## config.mk

```make
export PLATFORM = sky130hd
export DESIGN_NAME = lift_scheduler
export DESIGN_NICKNAME = d
export VERILOG_FILES = /design/src/rtl/lift_pkg.sv /design/src/rtl/lift_timer.sv /design/src/rtl/lift_scheduler.sv
export SDC_FILE = /design/constraint.sdc
export NUM_CORES = 1
export LEC_CHECK = 0
export BUFFER_PORTS_ARGS = -buffer_cell sky130_fd_sc_hd__clkbuf_2
export CAP_MARGIN = 20
export CORE_MARGIN = 2
export CORE_UTILIZATION = 35
export DETAILED_ROUTE_END_ITERATION = 7
export SKIP_CTS_REPAIR_TIMING = 1
export SYNTH_ARGS = -nofsm -noshare
export SYNTH_HDL_FRONTEND = slang
export SYNTH_SLANG_ARGS = --single-unit
```

## constraint.sdc

```tcl
create_clock -name clk -period 7.2 [get_ports clk]
set_clock_uncertainty 0.2 [all_clocks]
set_input_delay 0.72 -clock clk [delete_from_list [all_inputs] [get_ports clk]]
set_output_delay 0.72 -clock clk [all_outputs]
set_load 0.01 [all_outputs]
```

## src/rtl/lift_pkg.sv

```systemverilog
// lift_pkg: shared types, widths and SCAN search helpers for the lift scheduler
package lift_pkg;
    localparam int FLOOR_W = 2;
    localparam int NF = 4;
    typedef enum logic [1:0] {IDLE = 2'd0, MOVE = 2'd1, DOOR = 2'd2} state_t;
    typedef enum logic {DOWN = 1'b0, UP = 1'b1} dir_t;
    function automatic logic any_above(input logic [NF-1:0] p, input logic [FLOOR_W-1:0] f);
        logic r;
        r = 1'b0;
        for (int i = 0; i < NF; i++) r = r | (p[i] & (i > int'(f)));
        return r;
    endfunction
    function automatic logic any_below(input logic [NF-1:0] p, input logic [FLOOR_W-1:0] f);
        logic r;
        r = 1'b0;
        for (int i = 0; i < NF; i++) r = r | (p[i] & (i < int'(f)));
        return r;
    endfunction
endpackage

```

## src/rtl/lift_timer.sv

```systemverilog
// lift_timer: loadable down-counter; done marks the final enabled cycle of a loaded span
module lift_timer #(
    parameter int W = 4
) (
    input  logic         clk,
    input  logic         rst,
    input  logic         i_load,
    input  logic         i_en,
    input  logic [W-1:0] i_val,
    output logic         o_done
);
    logic [W-1:0] r_cnt;
    always_ff @(posedge clk) begin
        if (rst) r_cnt <= '0;
        else if (i_load) r_cnt <= i_val;
        else if (i_en && r_cnt != '0) r_cnt <= r_cnt - W'(1);
    end
    assign o_done = i_en && r_cnt == W'(1);
endmodule

```

## src/rtl/lift_scheduler.sv

```systemverilog
// lift_scheduler: latches floor calls and serves them in SCAN order with timed travel and door dwell
module lift_scheduler
    import lift_pkg::*;
#(
    parameter int NFLOORS    = 4,
    parameter int TRAVEL_CYC = 8,
    parameter int DOOR_CYC   = 16
) (
    input  logic               clk,
    input  logic               rst,
    input  logic [NFLOORS-1:0] req,
    output logic [FLOOR_W-1:0] floor,
    output logic               moving_up,
    output logic               moving_dn,
    output logic               door_open,
    output logic [NFLOORS-1:0] pending,
    output logic               arrive
);
    localparam int TW = $clog2(TRAVEL_CYC + 1);
    localparam int DW = $clog2(DOOR_CYC + 1);
    state_t               r_state, w_nxt_state;
    dir_t                 r_dir, w_nxt_dir;
    logic [FLOOR_W-1:0]   r_floor, w_nxt_floor, w_step;
    logic [NFLOORS-1:0]   r_pending, w_clr, w_req_m;
    logic                 r_arrive, w_arrive;
    logic                 w_trav_load, w_trav_done, w_door_load, w_door_done;
    logic                 w_ahead, w_behind, w_further;
    lift_timer #(.W(TW)) u_travel (
        .clk(clk), .rst(rst), .i_load(w_trav_load), .i_en(r_state == MOVE),
        .i_val(TW'(TRAVEL_CYC)), .o_done(w_trav_done)
    );
    lift_timer #(.W(DW)) u_door (
        .clk(clk), .rst(rst), .i_load(w_door_load), .i_en(r_state == DOOR),
        .i_val(DW'(DOOR_CYC)), .o_done(w_door_done)
    );
    assign w_step    = r_dir == UP ? r_floor + FLOOR_W'(1) : r_floor - FLOOR_W'(1);
    assign w_ahead   = r_dir == UP ? any_above(r_pending, r_floor) : any_below(r_pending, r_floor);
    assign w_behind  = r_dir == UP ? any_below(r_pending, r_floor) : any_above(r_pending, r_floor);
    assign w_further = r_dir == UP ? any_above(r_pending, w_step) : any_below(r_pending, w_step);
    // a call for the floor whose door is open extends the dwell instead of latching
    assign w_req_m   = r_state == DOOR ? req & ~(NFLOORS'(1) << r_floor) : req;
    always_comb begin
        w_nxt_state = r_state;
        w_nxt_dir   = r_dir;
        w_nxt_floor = r_floor;
        w_clr       = '0;
        w_trav_load = 1'b0;
        w_door_load = 1'b0;
        w_arrive    = 1'b0;
        case (r_state)
            IDLE: begin
                if (r_pending[r_floor]) begin
                    w_nxt_state     = DOOR;
                    w_clr[r_floor]  = 1'b1;
                    w_door_load     = 1'b1;
                end else if (w_ahead || w_behind) begin
                    w_nxt_state = MOVE;
                    w_nxt_dir   = w_ahead ? r_dir : (r_dir == UP ? DOWN : UP);
                    w_trav_load = 1'b1;
                end
            end
            MOVE: begin
                if (w_trav_done) begin
                    w_nxt_floor = w_step;
                    w_arrive    = 1'b1;
                    if (r_pending[w_step]) begin
                        w_nxt_state    = DOOR;
                        w_clr[w_step]  = 1'b1;
                        w_door_load    = 1'b1;
                    end else if (w_further) begin
                        w_trav_load = 1'b1;
                    end else begin
                        w_nxt_state = IDLE;
                    end
                end
            end
            DOOR: begin
                w_door_load = req[r_floor];
                w_nxt_state = (w_door_done && !req[r_floor]) ? IDLE : DOOR;
            end
            default: w_nxt_state = IDLE;
        endcase
    end
    always_ff @(posedge clk) begin
        if (rst) begin
            r_state   <= IDLE;
            r_dir     <= UP;
            r_floor   <= '0;
            r_pending <= '0;
            r_arrive  <= 1'b0;
        end else begin
            r_state   <= w_nxt_state;
            r_dir     <= w_nxt_dir;
            r_floor   <= w_nxt_floor;
            r_pending <= (r_pending | w_req_m) & ~w_clr;
            r_arrive  <= w_arrive;
        end
    end
    assign floor     = r_floor;
    assign pending   = r_pending;
    assign arrive    = r_arrive;
    assign door_open = r_state == DOOR;
    assign moving_up = r_state == MOVE && r_dir == UP;
    assign moving_dn = r_state == MOVE && r_dir == DOWN;
endmodule
```

## Word-level counts from Yosys, hierarchy flattened

Index checks and enable logic that the tools add are counted.

| storage, ports and cells | value |
|---|---|
| register bits | 19 |
| input port bits | 6 |
| logic and storage cells | 130 |

| cells by class | value |
|---|---|
| add/sub/neg operators | 4 |
| order comparisons | 16 |
| equality and inequality tests | 7 |
| shift-type cells | 1 |
| muxes and demuxes | 42 |
| bitwise operators | 29 |
| reduce and logical (&&, ||, !) cells | 22 |

Operators by type and width:

| cell | count |
|---|---|
| $mux W4 | 6 |
| $mux W1 | 18 |
| $mux W2 | 7 |
| $and A1 B1 Y1 | 12 |
| $mux W5 | 2 |
| $logic_and A1 B1 Y1 | 9 |
| $and A4 B4 Y4 | 2 |
| $gt A2 B2 Y1 const A | 4 |
| $lt A1 B2 Y1 const A | 4 |
| $not A4 Y4 | 2 |
| $or A1 B1 Y1 | 8 |
| $pmux W4 S2 | 1 |
| $bmux W1 S2 | 3 |
| $lt A2 B3 Y1 const B | 2 |
| $ne A3 B3 Y1 const B | 2 |
| $pmux W2 S3 | 1 |
| $reduce_or A2 Y1 | 3 |
| $eq A5 B1 Y1 const B | 1 |
| $reduce_bool A5 Y1 | 1 |
| $sub A5 B1 Y5 const B | 1 |
| $demux W1 S2 | 2 |
| $eq A4 B1 Y1 const B | 1 |
| $ge A2 B1 Y1 const B | 2 |
| $gt A1 B2 Y1 const A | 2 |
| other kinds (20) | 25 |

## Depth between registers and ports, before layout

Gate-level depths: netlist of the first run.

| depth | value |
|---|---|
| word-level depth | 12 |
| mapped depth | 8 |
| gate-level depth less buffers | 7 |

## By module

A second synthesis of the first run with hierarchy kept.

| unflattened totals | value |
|---|---|
| cells, all modules | 163 |
| area, all modules | 1,375.1 µm² |

By module, submodules not included:

| module | instances | cells each | area an instance (µm²) |
|---|---|---|---|
| lift_scheduler | 1 | 96 | 785.8 |
| lift_timer at u_door | 1 | 37 | 325.3 |
| lift_timer at u_travel | 1 | 30 | 264.0 |

## Worst setup path after synthesis of the first run

Ideal clock, no wire load.

| timing | value |
|---|---|
| path type | register to register |
| start point | register r_floor[0] (netlist: floor[0]) |
| end point | register r_pending[3] (netlist: pending[3]) |
| arrival time | 2,010 ps |
| required time | 6,868 ps |
| slack | 4,858 ps |
| cell stages (with the launch flop) | 9 |
| buffers on the path | 1 |
| path through | dfxtp_1 > buf_6 > inv_1 > ha_1 > xnor2_2 > mux2i_1 > nand2b_2 > nor3b_1 > a2111oi_1 |

| on the way | value |
|---|---|
| longest elaborated chain between the ends | 11 |
| elaborated cells on any way between the ends | 28 |
| classes of those cells | 2 x add/sub; 4 x order compare; 1 x shift; 14 x mux; 5 x bitwise; 2 x reduce/logical |

RTL lines:

| item | RTL line | text |
|---|---|---|
| from (decl) | lift_scheduler.sv:23 | `logic [FLOOR_W-1:0] r_floor, w_nxt_floor, w_step;` |
| from (signal assigned) | lift_scheduler.sv:94 | `r_floor <= w_nxt_floor;` |
| $sub A2 B1 Y2 / $add A2 B1 Y2 (equally long branches) | lift_scheduler.sv:36 | `assign w_step = r_dir == UP ? r_floor + FLOOR_W'(1) : r_floor - FLOOR_W'(1);` |
| $mux W2 | lift_scheduler.sv:36 |  |
| $lt A2 B3 Y1 (not written as such) / $ge A2 B1 Y1 (equally long branches) | lift_scheduler.sv:68 | `w_clr[w_step] = 1'b1;` |
| $logic_and A1 B1 Y1 (not written as such) | lift_scheduler.sv:68 |  |
| $mux W1 (not written as such) | lift_scheduler.sv:68 |  |
| $demux W1 S2 | lift_scheduler.sv:68 |  |
| $mux W4 | lift_scheduler.sv:66 | `if (r_pending[w_step]) begin` |
| $mux W4 | lift_scheduler.sv:63 | `if (w_trav_done) begin` |
| $pmux W4 S2 | lift_scheduler.sv:50 | `case (r_state)` |
| $not A4 Y4 | lift_scheduler.sv:95 | `r_pending <= (r_pending \| w_req_m) & ~w_clr;` |
| $and A4 B4 Y4 (*) | lift_scheduler.sv:95 |  |
| to (signal assigned) | lift_scheduler.sv:95 |  |
| to (decl) | lift_scheduler.sv:24 | `logic [NFLOORS-1:0] r_pending, w_clr, w_req_m;` |

Mark *: on every way between the ends. The rest lies on a longest branch, timed or not. The select of a mux whose other input is x is not followed.
A chain may end at the register's enable or synchronous reset.

## Worst setup path in the final report of the first run

| timing | value |
|---|---|
| start point | register r_floor[0] (netlist: floor[0]) |
| end point | register r_pending[0] (netlist: pending[0]) |

Same word-level chain as after synthesis.

==> impl_metrics.toml, run 1 <==
[placement]
gp_congestion = 0.853
io_buffers = 15
hpwl_mm = 2.22

[sta]
setup_tns_ns = 0
max_freq_ghz = 0.354
hold_viol = 0
fin_crit_ns = 2.83
period_share_pct = 39.2
final-max-slew-violation-count = 0
rsz0062_at_grt = "no"
relSlewSlack_pct = 65.4
tightestPinTransition_ns = 0.519
setup_viol = 0

[drt]
num_vias = 1136
dr_wl_met2_mm = 1.50
dr.pass1.iters = 4
drc = 0
wl_met1_mm = 1.33
drt-vias-per-instance = 5.31
wire_per_inst_um = 13.8
totalWireLength_mm = 2.95
dr.max_layer_used = "met4"
ant_nets = 0
drt_iter0_markers = 35
wl_met3_um = 78

[logic_synthesis]
synth_area_per_cell_um2 = 8.99
synth_compound_area_share_pct = 18.8
yosys-mux-area-fraction_pct = 11.0
syn-num-nets = 169
syn_inst = 152
synth-adder-area-share_pct = 10.1
syn_area_um2 = 1370
async_flop_share_pct = 0
ys_seq_elements = 19
synth_cell_type_count = 50
synth-simple-area-share_pct = 22.7
ys_seq_area_share_pct = 27.8
synth_edf_count = 0
ys.flop_type = "dfxtp_1"
synthXorXnorAreaFrac_pct = 3.75
synth_top_family_by_area = "simple AND/OR/NAND/NOR gates"
yosys_warnings = 0

[die]
start_util_pct = 36.8
num_io_pins = 16
die_w_um = 66.5
die-area_um2 = 4420
die_h_um = 66.5
core_um2 = 3720
rows = 22

[worst_setup_path]
r2r-end = "pending[0]$_SDFF_PP0_"
rr_startpoint = "floor[0]$_SDFFE_PP0P_"
cp.arrival_ns = 2.77
cp_max_fo = 14
cp.required_ns = 7.14
ff2ff_path_depth = 7
r2r_slack_ns = 4.37
startpoint_type = "flop"
end_kind = "flop"
path_class = "reg -> reg"

[clock_tree]
cts_tree = "done"
cts_buffers = 3
cts_sinks = 19
htreeDepth = 1
clkSlewWorstSetupHoldPaths_ns = 0.08
clockBufferDepth = 2
root_buffer = "clkbuf_8"
clkLatencyLatePin_ns = 0.26

[cells_and_area]
seqCellArea_um2 = 380
multi_input_area_um2 = 906
antennaDiodeCount = 0
drive_gt1_share_pct = 18.1
fin_util_pct = 40.4
filler_cell_count = 366
area_delta_synth_final_pct = 9.80
fin_nets = 184

[power_and_ir_drop]
power.leakage_nw = 0.560
power_density_nw_per_um2 = 223
ir_worst_vdd_v = 0.0000699

[global_routing]
grt-ovfl-total = 0
grt_util_all_layers_pct = 14.7
grt_pass1_wl_mm = 4.97
antenna_found_initial = 0
grt_pass1_vias = 1087
grt_max_degree = 15

[hold_path]
holdPathStages = 2
hold_end = "u_travel.r_cnt[2]$_SDFFE_PP0P_"
min-delay-start = "u_travel.r_cnt[2]$_SDFFE_PP0P_"
hold_path.class = "reg -> reg"

[run]
maxCapViolations = 0

[run_status]
status = "finished clean"
[metal layers]
metal  vias up  global-route usage (%)
met5         -                       0
met4         0                    6.38
met3         4                    2.36
met2        15                    25.8
met1       544                    17.7
li1        573                       -
[worst max-delay path by stage]
stage / from / end / slack [ns] / cells after the start
final: floor[0]$_SDFFE_PP0P_ / pending[0]$_SDFF_PP0_ / 4.37 / 7
after global routing: floor[0]$_SDFFE_PP0P_ / pending[3]$_SDFF_PP0_ / 4.11 / 7
after CTS: floor[0]$_SDFFE_PP0P_ / pending[0]$_SDFF_PP0_ / 4.36 / 7
after detailed placement: floor[0]$_SDFFE_PP0P_ / pending[0]$_SDFF_PP0_ / 4.38 / 7
after global placement: floor[0]$_SDFFE_PP0P_ / pending[0]$_SDFF_PP0_ / 4.45 / 7
after floorplan: floor[0]$_SDFFE_PP0P_ / pending[3]$_SDFF_PP0_ / 4.86 / 8
[cell type report]
class / count / area share, %
multi-input cells: 119 / 60.4
flip-flops and latches: 19 / 25.4
repair buffers: 15 / 5.00
well taps: 48 / 4.00
clock buffers: 4 / 3.00
inverters: 9 / 2.25
[critical path, stage by stage (launching register included)]
cell       delay (ns)
dfxtp_1          0.65
inv_1            0.26
ha_1             0.43
xnor2_2          0.36
mux2i_1          0.31
nand2b_2         0.15
nor3_1           0.25
a2111oi_2        0.09
[synth_stat cells, types with 5 or more instances]
| cell type | instances | area [µm²] |
|---|---|---|
| a21oi_1 | 9 | 45.0 |
| dfxtp_1 | 19 | 380 |
| ha_1 | 11 | 138 |
| inv_1 | 9 | 33.8 |
| mux2i_1 | 9 | 90.1 |
| nand2_1 | 13 | 48.8 |
| nor2_1 | 15 | 56.3 |
| nor3_1 | 6 | 30.0 |
| nor3b_1 | 5 | 37.5 |
[power by group]
group	internal [W]	leakage (nW)	switching (W)	total (W)
sequential	0.000118	0.155	0.0000223	0.000141
combinational	0.0000544	0.382	0.0000613	0.000116
clock	0.0000395	0.0228	0.0000386	0.0000781
total	0.000212	0.560	0.000122	0.000334
[cell usage in the layout, fill, tap and decap left out, drive strengths merged]
| cell | instances |
|---|---|
| a2111oi | 4 |
| a211o | 1 |
| a211oi | 2 |
| a21boi | 1 |
| a21oi | 9 |
| a221o | 1 |
| a22o | 1 |
| a31oi | 2 |
| a32oi | 1 |
| and2 | 1 |
| and2b | 1 |
| and3 | 1 |
| clkbuf | 19 |
| dfxtp | 19 |
| ha | 11 |
| inv | 9 |
| mux2 | 1 |
| mux2i | 9 |
| mux4 | 2 |
| nand2 | 13 |
| nand2b | 4 |
| nand3 | 2 |
| nand3b | 1 |
| nand4b | 1 |
| nor2 | 15 |
| nor2b | 3 |
| nor3 | 6 |
| nor3b | 6 |
| nor4 | 1 |
| o211ai | 1 |
| o21a | 2 |
| o21ai | 3 |
| o21ba | 2 |
| o21bai | 2 |
| o221ai | 1 |
| o41ai | 1 |
| or2 | 1 |
| or3b | 1 |
| xnor2 | 4 |
| xor2 | 1 |
[flip-flops by register name, summed over array words and instances, names as in the netlist]
| name | cells |
|---|---|
| u_door.r_cnt | 5 |
| pending | 4 |
| u_travel.r_cnt | 4 |
| floor | 2 |
| r_state | 2 |
| arrive | 1 |
| r_dir | 1 |
[cell families (layout without fill, tap and decap cells)]
| kind of cell | Yosys count | count (layout) |
|---|---|---|
| compound gates | 34 | 34 |
| xor+xnor | 5 | 5 |
| fa+ha+maj | 11 | 11 |
| buf+inv | 14 | 28 |
| flops | 19 | 19 |
| mux | 12 | 12 |
| simple gates | 57 | 57 |
[through the flow]
stage	worst slack (ns)	instance area, µm²	hold slack (ns)	instances	total power [W]
CTS	4.36	1500	0.294	214	0.000337
detailed placement	4.38	1460	0.284	210	0.000259
finish	4.37	1500	0.297	214	0.000334
floorplan	4.86	1370	0.257	152	0.000234
global placement	4.45	1460	0.272	210	0.000257
global route	4.11	1500	0.324	214	0.000359
Note: power is estimated with default switching activity, not from simulation.
==> run 2: changes to the inputs <==
==> constraint.sdc (replaced) <==
create_clock -name clk -period 2.61 [get_ports clk]
set_clock_uncertainty 0.2 [all_clocks]
set_input_delay 0.261 -clock clk [delete_from_list [all_inputs] [get_ports clk]]
set_output_delay 0.261 -clock clk [all_outputs]
set_load 0.01 [all_outputs]
==> impl_metrics.toml, run 2 (synthesized netlist as in run 1, its figures left out) <==
[run_status]
status = "finished clean"

[global_routing]
grt_pass1_wl_mm = 5.00
antenna_found_initial = 0
grt-ovfl-total = 0
grt_util_all_layers_pct = 14.4
grt_max_degree = 15
grt_pass1_vias = 1098

[cells_and_area]
mostFrequentLayoutCells = "dfxtp_1 (19), nor2_1 (15), clkbuf_2 (15)"
layout_commonest_cell = "dfxtp_1"
filler_cell_count = 382
drive_gt1_share_pct = 20.0
top_register = "u_door.r_cnt"
antennaDiodeCount = 0
area_delta_synth_final_pct = 12.0
fin_nets = 188
largest_reg_flops = 5

[die]
start_util_pct = 36.8
die-area_um2 = 4420
core_um2 = 3720
num_io_pins = 16
die_h_um = 66.5
die_w_um = 66.5
rows = 22

[drt]
num_vias = 1153
dr.max_layer_used = "met4"
drc = 0
wl_met3_um = 86
wire_per_inst_um = 13.5
dr_wl_met2_mm = 1.40
totalWireLength_mm = 2.94
ant_nets = 0
dr.pass1.iters = 4
drt-vias-per-instance = 5.29
wl_met1_mm = 1.43
drt_iter0_markers = 48

[worst_setup_path]
path_class = "reg -> reg"
end_kind = "flop"
ff2ff_path_depth = 7
cp.required_ns = 2.55
cp_max_fo = 7
cp.arrival_ns = 2.13
startpoint_type = "flop"

[placement]
io_buffers = 15
gp_congestion = 0.839
hpwl_mm = 2.22

[sta]
setup_tns_ns = 0
final-max-slew-violation-count = 0
tightestPinTransition_ns = 0.400
setup_viol = 0
max_freq_ghz = 0.456
relSlewSlack_pct = 73.3
period_share_pct = 83.9
hold_viol = 0
fin_crit_ns = 2.19
rsz0062_at_grt = "no"

[power_and_ir_drop]
power_w = 0.000921
power_density_nw_per_um2 = 602
power.leakage_nw = 0.580
ir_worst_vdd_v = 0.000334

[clock_tree]
clockBufferDepth = 2
clkSlewWorstSetupHoldPaths_ns = 0.08
htreeDepth = 1
cts_sinks = 19
root_buffer = "clkbuf_8"
cts_buffers = 3
cts_tree = "done"
clkLatencyLatePin_ns = 0.25

[run]
maxCapViolations = 0

[hold_path]
hold_path.class = "in -> reg"
holdPathStages = 3
==> run 2: changes by cell type in the layout (fill, tap and decap cells not counted), sizes merged <==
cell / delta
buf: +4
==> run 2: area by class of cell <==
class / count / area, µm² / area share, %
Inverter: 9 / 33.8 / 2.21
Timing Repair Buffer: 19 / 105 / 6.87
Sequential cell: 19 / 380 / 24.9
Clock buffer: 4 / 45.0 / 2.94
Tap cell: 48 / 60.1 / 3.92
Multi-Input combinational cell: 119 / 906 / 59.2
==> run 2: power by group <==
part / internal (W) / leakage (nW) / switching, W
combinational: 0.000156 / 0.402 / 0.000175
sequential: 0.000327 / 0.155 / 0.0000592
clock: 0.000108 / 0.0228 / 0.0000949
total: 0.000591 / 0.580 / 0.000329
==> run 2: routing by layer <==
layer  GRT usage (%)  up-vias
met2            24.0       21
met5               0        -
li1                -      582
met3            1.86        2
met4            4.85        0
met1            19.0      548
==> run 2: worst paths after layout <==
path | from | end | slack, ns
worst max-delay path | floor[1]$_SDFFE_PP0P_ | pending[1]$_SDFF_PP0_ | 0.42
worst min-delay path | req[1] | pending[1]$_SDFF_PP0_ | 0.15
worst max register to register | floor[1]$_SDFFE_PP0P_ | pending[1]$_SDFF_PP0_ | 0.42
worst min register to register | u_travel.r_cnt[2]$_SDFFE_PP0P_ | u_travel.r_cnt[2]$_SDFFE_PP0P_ | 0.30
==> run 2: worst max-delay path, stage by stage (launching register included) <==
cell,delay [ns]
dfxtp_1,0.33
inv_1,0.08
ha_1,0.36
xnor2_2,0.35
mux2i_1,0.17
nand2b_2,0.16
nor3_1,0.06
a2111oi_1,0.37
==> run 2: through the flow <==
step | cells | area [µm²] | setup WS, ns | hold slack, ns | util (%)
2_1_floorplan | 152 | 1370 | 0.268 | 0.209 | -
3_3_place_gp | 214 | 1490 | 0.469 | 0.274 | 40.0
3_5_place_dp | 214 | 1490 | 0.448 | 0.288 | 40.0
4_1_cts | 218 | 1530 | 0.431 | 0.142 | 41.2
5_1_grt | 218 | 1530 | 0.234 | 0.152 | 41.2
6_report | 218 | 1530 | 0.419 | 0.146 | 41.2
==> run 3: changes to the inputs <==
==> constraint.sdc (replaced) <==
create_clock -name clk -period 2 [get_ports clk]
set_clock_uncertainty 0.2 [all_clocks]
set_input_delay 0.2 -clock clk [delete_from_list [all_inputs] [get_ports clk]]
set_output_delay 0.2 -clock clk [all_outputs]
set_load 0.01 [all_outputs]
==> impl_metrics.toml, run 3 (synthesized netlist as in run 1, its figures left out) <==
[run_status]
status = "complete, but fails checks"
violations = "negative setup slack"

[die]
start_util_pct = 36.8
core_um2 = 3720
num_io_pins = 16
rows = 22
die_h_um = 66.5
die_w_um = 66.5
die-area_um2 = 4420

[clock_tree]
clkLatencyLatePin_ns = 0.26
htreeDepth = 1
clockBufferDepth = 2
cts_sinks = 19
clkSlewWorstSetupHoldPaths_ns = 0.07
root_buffer = "clkbuf_8"
cts_buffers = 3
cts_tree = "done"

[sta]
setup_viol = 8
holdWs_ns = 0.0593
hold_viol = 0
tightestPinTransition_ns = 0.328
relSlewSlack_pct = 77.9
fin_crit_ns = 2.07
final-max-slew-violation-count = 0
max_freq_ghz = 0.483
setup_slack_ns = -0.0692
period_share_pct = 103
rsz0062_at_grt = "yes"

[global_routing]
use_met2_pct = 29.3
met1_usage_pct = 19.8
grt_pass1_vias = 1262
gr-usage-met3_pct = 1.52
grt_util_all_layers_pct = 16.1
grt_pass1_wl_mm = 5.55
grt-ovfl-total = 0
busiest_layer = "met2"
grt_max_degree = 15
antenna_found_initial = 0

[cells_and_area]
area_delta_synth_final_pct = 35.2
drive_gt1_share_pct = 39.7
postLayoutCellArea_um2 = 1850
fin_nets = 212
top_register = "u_door.r_cnt"
mostFrequentLayoutCells = "buf_4 (25), dfxtp_1 (17), nor2_1 (15), clkbuf_2 (15), nand2_1 (13)"
instances_no_fill = 242
antennaDiodeCount = 0
filler_cell_count = 361
fin_util_pct = 49.7
layout_commonest_cell = "buf_4"
largest_reg_flops = 5

[power_and_ir_drop]
power_frac_seq_pct = 37.3
ir_worst_vdd_v = 0.000262
p_clk_share_pct = 20.5
comb_power_share_pct = 42.3
power.leakage_nw = 0.733
internal_power_w = 0.000860
power_w = 0.00134
power_density_nw_per_um2 = 727
p_sw_share_pct = 36.0
p_switching_w = 0.000483

[placement]
io_buffers = 15
place_inst = 227
dpl-instance-area_um2 = 1650
hpwl_mm = 2.54
gp_congestion = 0.786

[worst_setup_path]
end_kind = "flop"
critPathBufInv = 2
cp_cell_sequence = "clkinvlp_4 -> ha_4 -> xnor2_4 -> mux2i_2 -> buf_4 -> nor3b_4 -> a2111oi_2"
cp_max_fo = 6
slowest_delay_ns = 0.38
cp_slowest_cell = "dfxtp_4"
cp.arrival_ns = 2.03
cp.required_ns = 1.96
startpoint_type = "flop"
path_class = "reg -> reg"
cp_top_family = "flip-flops"

[drt]
drc = 0
dr.pass1.iters = 4
drt-vias-per-instance = 5.33
ant_nets = 0
totalWireLength_mm = 3.40
num_vias = 1290
wire_per_inst_um = 14.0
drt_iter0_markers = 24

[run]
maxCapViolations = 0

[hold_path]
hold_path.class = "in -> reg"
==> run 3: through the flow <==
stage	setup TNS [ns]	setup slack, ns
3_3_place_gp	-0.244	-0.0474
5_1_grt	-1.35	-0.163
4_1_cts	-0.966	-0.115
3_5_place_dp	-0.833	-0.106
6_report	-0.378	-0.0692
2_1_floorplan	-1.11	-0.113
==> run 3: worst paths after layout <==
kind | start | end | slack [ns] | cells past startpoint
hold reg to reg | u_travel.r_cnt[2]$_SDFFE_PP0P_ | u_travel.r_cnt[2]$_SDFFE_PP0P_ | 0.30 | 2
setup / recovery | floor[0]$_SDFFE_PP0P_ | u_travel.r_cnt[1]$_SDFFE_PP0P_ | -0.07 | 7
setup reg to reg | floor[0]$_SDFFE_PP0P_ | u_travel.r_cnt[1]$_SDFFE_PP0P_ | -0.07 | 7
hold / removal | req[1] | pending[1]$_SDFF_PP0_ | 0.06 | 3
==> run 3: area by class of cell <==
cell class	instances	area (µm²)	area share [%]
inverter	9	37.5	2.03
multi-input combinational	119	1000	54.4
clock buffer	4	45.0	2.44
tap	48	60.1	3.25
sequential	19	385	20.9
timing repair buffer	43	314	17.0
==> run 3: power groups by stage <==
stage / sequential (W) / clock [W] / combinational (W)
6_report: 0.000500 / 0.000275 / 0.000568
4_1_cts: 0.000499 / 0.000280 / 0.000507
3_5_place_dp: 0.000508 / 0 / 0.000504
3_3_place_gp: 0.000504 / 0 / 0.000490
2_1_floorplan: 0.000487 / 0 / 0.000361
5_1_grt: 0.000511 / 0.000297 / 0.000619
==> run 3: per-layer routing <==
metal  vias up  share of wire (%)
met2        15                 52
met1       641                 46
met3         5                1.3
met4         0                1.3
li1        629                  -
met5         -                  0
==> run 3: worst min-delay path, cell delays in order <==
cell and delay (ns):
clkbuf_2 0.09, a21oi_1 0.12, a2111oi_1 0.06
